`config.mk`:
```
export PLATFORM = sky130hd
export DESIGN_NAME = ssd_digit_scheduler
export DESIGN_NICKNAME = d
export VERILOG_FILES = /design/src/rtl/ssd_pkg.sv /design/src/rtl/ssd_refresh_timer.sv /design/src/rtl/ssd_digit_scheduler.sv
export SDC_FILE = /design/constraint.sdc
export NUM_CORES = 1
export LEC_CHECK = 0
export ABC_AREA = 1
export CORE_ASPECT_RATIO = 1.4
export CORE_UTILIZATION = 55
export CTS_BUF_LIST = sky130_fd_sc_hd__clkbuf_16
export DETAILED_ROUTE_END_ITERATION = 10
export PLACE_DENSITY_LB_ADDON = 0.3
export SLEW_MARGIN = 10
export SYNTH_ARGS = -nofsm -noshare
export SYNTH_HDL_FRONTEND = slang
export SYNTH_SLANG_ARGS = --single-unit
export TNS_END_PERCENT = 1
```
`constraint.sdc`:
```
create_clock -name clk -period 1.8 [get_ports clk]
set_input_delay 0.18 -clock clk [delete_from_list [all_inputs] [get_ports clk]]
set_output_delay 0.18 -clock clk [all_outputs]
set_load 0.02 [all_outputs]
```
`src/rtl/ssd_pkg.sv`:
```
// Shared types and helpers for the two-digit SSD keypad scheduler.
package ssd_pkg;

  typedef enum logic [1:0] {
    K_IDLE = 2'd0,
    K_QUAL = 2'd1,
    K_HELD = 2'd2
  } key_state_t;

  // Number of clock cycles between chip_sel toggles.
  function automatic int unsigned refresh_div(input int unsigned clk_freq,
                                              input int unsigned refresh_hz);
    return clk_freq / refresh_hz;
  endfunction

endpackage

```
`src/rtl/ssd_refresh_timer.sv`:
```
// Free-running divider: counts 0..DIV-1 and flags the terminal count with a
// one-cycle tick, on which the counter wraps back to 0.
module ssd_refresh_timer #(
  parameter int unsigned DIV = 5
) (
  input  logic i_clk,
  input  logic i_rst,
  output logic o_tick
);

  localparam int unsigned CW = (DIV > 1) ? $clog2(DIV) : 1;

  logic [CW-1:0] r_cnt;

  assign o_tick = (r_cnt == CW'(DIV - 1));

  // Divider counter with wrap at terminal count.
  always_ff @(posedge i_clk or posedge i_rst) begin
    if (i_rst)       r_cnt <= '0;
    else if (o_tick) r_cnt <= '0;
    else             r_cnt <= r_cnt + CW'(1);
  end

endmodule

```
`src/rtl/ssd_digit_scheduler.sv`:
```
// Qualifies keypad presses, shifts accepted codes into a two-digit register
// and time-multiplexes both digits onto a single display code output.
module ssd_digit_scheduler
  import ssd_pkg::*;
#(
  parameter int unsigned clk_freq      = 125_000_000,
  parameter int unsigned refresh_hz    = 500,
  parameter int unsigned settle_cycles = 1_250_000
) (
  input  logic       clk,
  input  logic       rst,
  input  logic       key_pressed,
  input  logic [3:0] key_code,
  input  logic       clear,
  output logic [3:0] disp_val,
  output logic       chip_sel,
  output logic [3:0] digit_lo,
  output logic [3:0] digit_hi,
  output logic       entry_strobe
);

  localparam int unsigned REFRESH_DIV = refresh_div(clk_freq, refresh_hz);
  localparam int unsigned QW          = $clog2(settle_cycles + 1);

  key_state_t    r_state, w_state_nxt;
  logic [3:0]    r_cand, w_cand_nxt;
  logic [QW-1:0] r_qual, w_qual_nxt;
  logic          w_accept;

  logic [3:0]    r_lo, r_hi;
  logic          r_strobe;
  logic          r_cs, w_cs_nxt;
  logic [3:0]    r_disp;
  logic          w_tick;

  ssd_refresh_timer #(.DIV(REFRESH_DIV)) u_refresh (
    .i_clk  (clk),
    .i_rst  (rst),
    .o_tick (w_tick)
  );

  // Key FSM state, candidate code and qualification counter.
  always_ff @(posedge clk or posedge rst) begin
    if (rst) begin
      r_state <= K_IDLE;
      r_cand  <= '0;
      r_qual  <= '0;
    end else begin
      r_state <= w_state_nxt;
      r_cand  <= w_cand_nxt;
      r_qual  <= w_qual_nxt;
    end
  end

  // Key FSM next state: a code must stay pressed and unchanged for
  // settle_cycles samples; once accepted it is held until release.
  always_comb begin
    w_state_nxt = r_state;
    w_cand_nxt  = r_cand;
    w_qual_nxt  = r_qual;
    w_accept    = 1'b0;
    case (r_state)
      K_IDLE: begin
        if (key_pressed) begin
          w_cand_nxt  = key_code;
          w_qual_nxt  = '0;
          w_state_nxt = K_QUAL;
        end
      end
      K_QUAL: begin
        if (!key_pressed || (key_code != r_cand)) begin
          w_state_nxt = K_IDLE;
        end else if (r_qual == QW'(settle_cycles - 1)) begin
          w_accept    = 1'b1;
          w_state_nxt = K_HELD;
        end else begin
          w_qual_nxt  = r_qual + QW'(1);
        end
      end
      K_HELD: begin
        if (!key_pressed) w_state_nxt = K_IDLE;
      end
      default: w_state_nxt = K_IDLE;
    endcase
  end

  // Digit shift register and entry strobe; clear overrides a coincident accept.
  always_ff @(posedge clk or posedge rst) begin
    if (rst) begin
      r_lo     <= '0;
      r_hi     <= '0;
      r_strobe <= 1'b0;
    end else begin
      r_strobe <= w_accept & ~clear;
      if (clear) begin
        r_lo <= '0;
        r_hi <= '0;
      end else if (w_accept) begin
        r_hi <= r_lo;
        r_lo <= r_cand;
      end
    end
  end

  // Display mux selects on the upcoming chip_sel so code and select change together.
  assign w_cs_nxt = r_cs ^ w_tick;

  // Registered chip select and display code.
  always_ff @(posedge clk or posedge rst) begin
    if (rst) begin
      r_cs   <= 1'b0;
      r_disp <= '0;
    end else begin
      r_cs   <= w_cs_nxt;
      r_disp <= w_cs_nxt ? r_hi : r_lo;
    end
  end

  assign disp_val     = r_disp;
  assign chip_sel     = r_cs;
  assign digit_lo     = r_lo;
  assign digit_hi     = r_hi;
  assign entry_strobe = r_strobe;

endmodule

```
==> qor.csv <==
stage,metric,value,unit
logic_synthesis,netlist_area,3230,um^2
clock_tree,clk_path_buf_depth,2,
placed_design,port_buffers,21,
timing,finalCritPeriodShare,99.9,%
logic_synthesis,synth-seq-cells,59,
run,max_cap_viol_count,0,
grt,grt_pass1_vias,2921,
grt,grt_max_degree,25,
timing,max_freq,556,MHz
layout,register_area,1480,um^2
grt,grt_pass1_wl,12.1,mm
worst_setup_path,cp-end-kind,flip-flop,
worst_setup_path,cp-start-kind,flip-flop,
worst_setup_path,required,2.06,ns
power,power_frac_comb,4.8,%
layout,final_common_cell,nand2_1,
worst_setup_path,arrival,2.06,ns
layout,multi_input_area,1560,um^2
routing,viasPerCell,5.27,
grt,grt_usage,25.7,%
power,p_clk_share,54.7,%
clock_tree,cts_made_buffers,9,
logic_synthesis,synth_warnings,0,
layout,syn_to_final_growth,25.2,%
routing,wire_per_inst,13.2,um
logic_synthesis,synthesis.nets,434,
grt,antenna_found_initial,0,
worst_setup_path,path_common_cell,nor2_4,
floorplanning,fp.dieW,66.7,um
floorplanning,io_pins,22,
worst_setup_path,critical_path_class,flip-flop to flip-flop,
timing,relSlewSlack,69.7,%
layout,nets,483,
routing,first_iter_violations,227,
routing,vias,2879,
routing,wirelength,7.21,mm
floorplanning,die_height,92.6,um
clock_tree,clock_sinks,59,
worst_setup_path,crit_path_top_delay_cell,dfrtp_1,
min_path,hold_class,primary input to asynchronous set/reset pin,
layout,diodes,0,
timing,skew,0.00575,ns
worst_setup_path,critPathTopFamily,simple AND/OR/NAND/NOR gates,
grt,met1_usage,28.5,%
worst_setup_path,critical_path.max_stage_delay,0.42,ns
grt,use_met2,44.4,%
power,p_int,2630,uW
power,p_leak,0.00202,uW
layout,layout_common_cells,"nand2_1, dfrtp_1, nor2_1",
layout,drive_gt1_share,13.0,%
logic_synthesis,yosysSeqAreaShare,45.8,%
floorplanning,core.rowCount,32,
placed_design,place_hpwl,5.07,mm
floorplanning,fp.dieArea,6180,um^2
clock_tree,clock_latency,0.33,ns
clock_tree,clkTransAtPathRegs,0.05,ns
run_status,run_status,completed,
worst_setup_path,cp.depth,10,
grt,grt-ovfl-total,0,
clock_tree,postCtsHoldBufs,0,
power,swShare,22.3,%
worst_setup_path,worstPathMaxFanout,6,
logic_synthesis,synth_cell_types,29,
timing,setup_violations,0,
power,p_total,3380,uW
logic_synthesis,synth_cells,424,
grt,grt_util_met3,5.91,%
power,p_seq_share,40.5,%
timing,hold_ws,0.186,ns
power,p_switching,753,uW
floorplanning,fp.coreArea,5570,um^2
timing,min_period,1.80,ns
routing,drc,0,
logic_synthesis,syn_area_per_cell,7.61,um^2
worst_setup_path,path_buf_inv,1,
clock_tree,htreeDepth,3,
timing,slew_viol_final,0,
timing,rsz0062_at_grt,yes,
timing,finalHoldViolCount,0,
placed_design,place_congestion,0.906,
power,power_density,837,nW/um^2
timing,tightestPinTransition,0.453,ns
clock_tree,root_buffer,clkbuf_16,
power,peakVddDrop,0.744,mV
worst_setup_path,path_cells,ha_4 -> nand2_4 -> nor2_8 -> nand3_4 -> nor2_4 -> nand2_2 -> nor2_4 -> buf_6 -> nand3_1 -> nand2_1,
routing,ant_nets,0,
routing,dr.pass1.iters,4,
floorplanning,start_util,58.0,%
layout,fillers,429,
grt,busiest_layer,met2,
worst_setup_path,r2r_cells,10,
clock_tree,cts_tree,built,
worst register-to-register path, stage by stage (launching register included):
cell and delay (ns):
dfrtp_1 0.42, ha_4 0.19, nand2_4 0.07, nor2_8 0.17, nand3_4 0.10, nor2_4 0.18
nand2_2 0.09, nor2_4 0.20, buf_6 0.14, nand3_1 0.08, nand2_1 0.10
power groups by stage:
| stage | registers, uW | logic [uW] | clock network [uW] |
|---|---|---|---|
| 2_1_floorplan | 1380 | 106 | 0 |
| 3_3_place_gp | 1390 | 157 | 0 |
| 3_5_place_dp | 1390 | 160 | 0 |
| 4_1_cts | 1360 | 162 | 1870 |
| 5_1_grt | 1370 | 186 | 1930 |
| 6_report | 1370 | 163 | 1850 |
area by class of cell:
type,instances,share of cell area (%)
clock buffers,9,5.58
clock inverters,7,2.48
inverters,46,4.34
multi-input cells,315,38.6
flip-flops and latches,59,36.6
well taps,68,2.11
repair buffers,42,10.3
cell usage after synthesis:
cell type | number | share of area (%)
buf_6 | 3 | 1.0
xor2_1 | 14 | 3.8
ha_1 | 2 | 0.78
dfrtp_1 | 59 | 46
xnor2_1 | 5 | 1.4
or2_2 | 1 | 0.19
nand3_4 | 1 | 0.54
inv_1 | 43 | 5.0
nand4_1 | 9 | 1.7
nor2_2 | 4 | 0.78
nor2_8 | 1 | 0.62
a21oi_4 | 1 | 0.50
inv_2 | 2 | 0.23
nand3_2 | 2 | 0.62
nand3b_1 | 2 | 0.47
a21oi_1 | 3 | 0.47
o21ai_2 | 2 | 0.54
mux2_2 | 1 | 0.35
nor2_4 | 3 | 1.0
nor3_1 | 10 | 1.6
nand3_1 | 48 | 7.4
o21ai_0 | 9 | 1.4
nand2_2 | 3 | 0.58
nand2_1 | 141 | 16
buf_4 | 1 | 0.23
o21ai_1 | 2 | 0.31
nor2_1 | 50 | 5.8
inv_4 | 1 | 0.19
nor4_1 | 1 | 0.19
logic make-up after synthesis:
kind of cell	after synthesis	synth area share, %
simple gates	276	38.0
flops	59	45.8
buf+inv	50	6.71
xor+xnor	19	5.16
compound gates	17	3.22
fa+ha+maj	2	0.776
mux	1	0.349
registers in the layout, summed over array words and instances (netlist names):
register         flops
digit_hi             4
r_state              2
entry_strobe         1
chip_sel             1
disp_val             4
digit_lo             4
r_cand               4
u_refresh.r_cnt     18
r_qual              21
metal layers:
layer	wire length [um]	part of all wire, %
met5	0	0
met4	133	1.8
met3	211	2.9
met2	3930	54
met1	2940	41
metrics by stage:
stage	util, %	setup TNS [ns]	instances	setup slack, ns	area (um^2)
after floorplan	-	0	424	0.164	3230
after global placement	65.5	0	526	0.0891	3640
after detailed placement	65.5	0	526	0.0519	3640
after CTS	71.3	0	542	0.0425	3970
after global routing	72.6	-0.355	546	-0.0661	4040
final	72.6	0	546	0.00172	4040
final timing paths:
path / slack [ns] / start / to
hold / removal: 0.19 / rst / u_refresh.r_cnt[2]
min in group clk: 0.46 / clear / entry_strobe
setup reg to reg: 0.002 / r_qual[0] / digit_hi[3]
setup / recovery: 0.002 / r_qual[0] / digit_hi[3]
hold reg to reg: 0.50 / digit_hi[2] / disp_val[2]
max in group asynchronous: 1.13 / rst / r_qual[18]
what timing repair did:
item,in CTS,in global routing
hold endpoints to repair,0,0
setup buffers,0,4
resized for setup,0,8
endpoints found under the setup margin,0,25
Note: power is estimated with default switching activity, not from simulation.
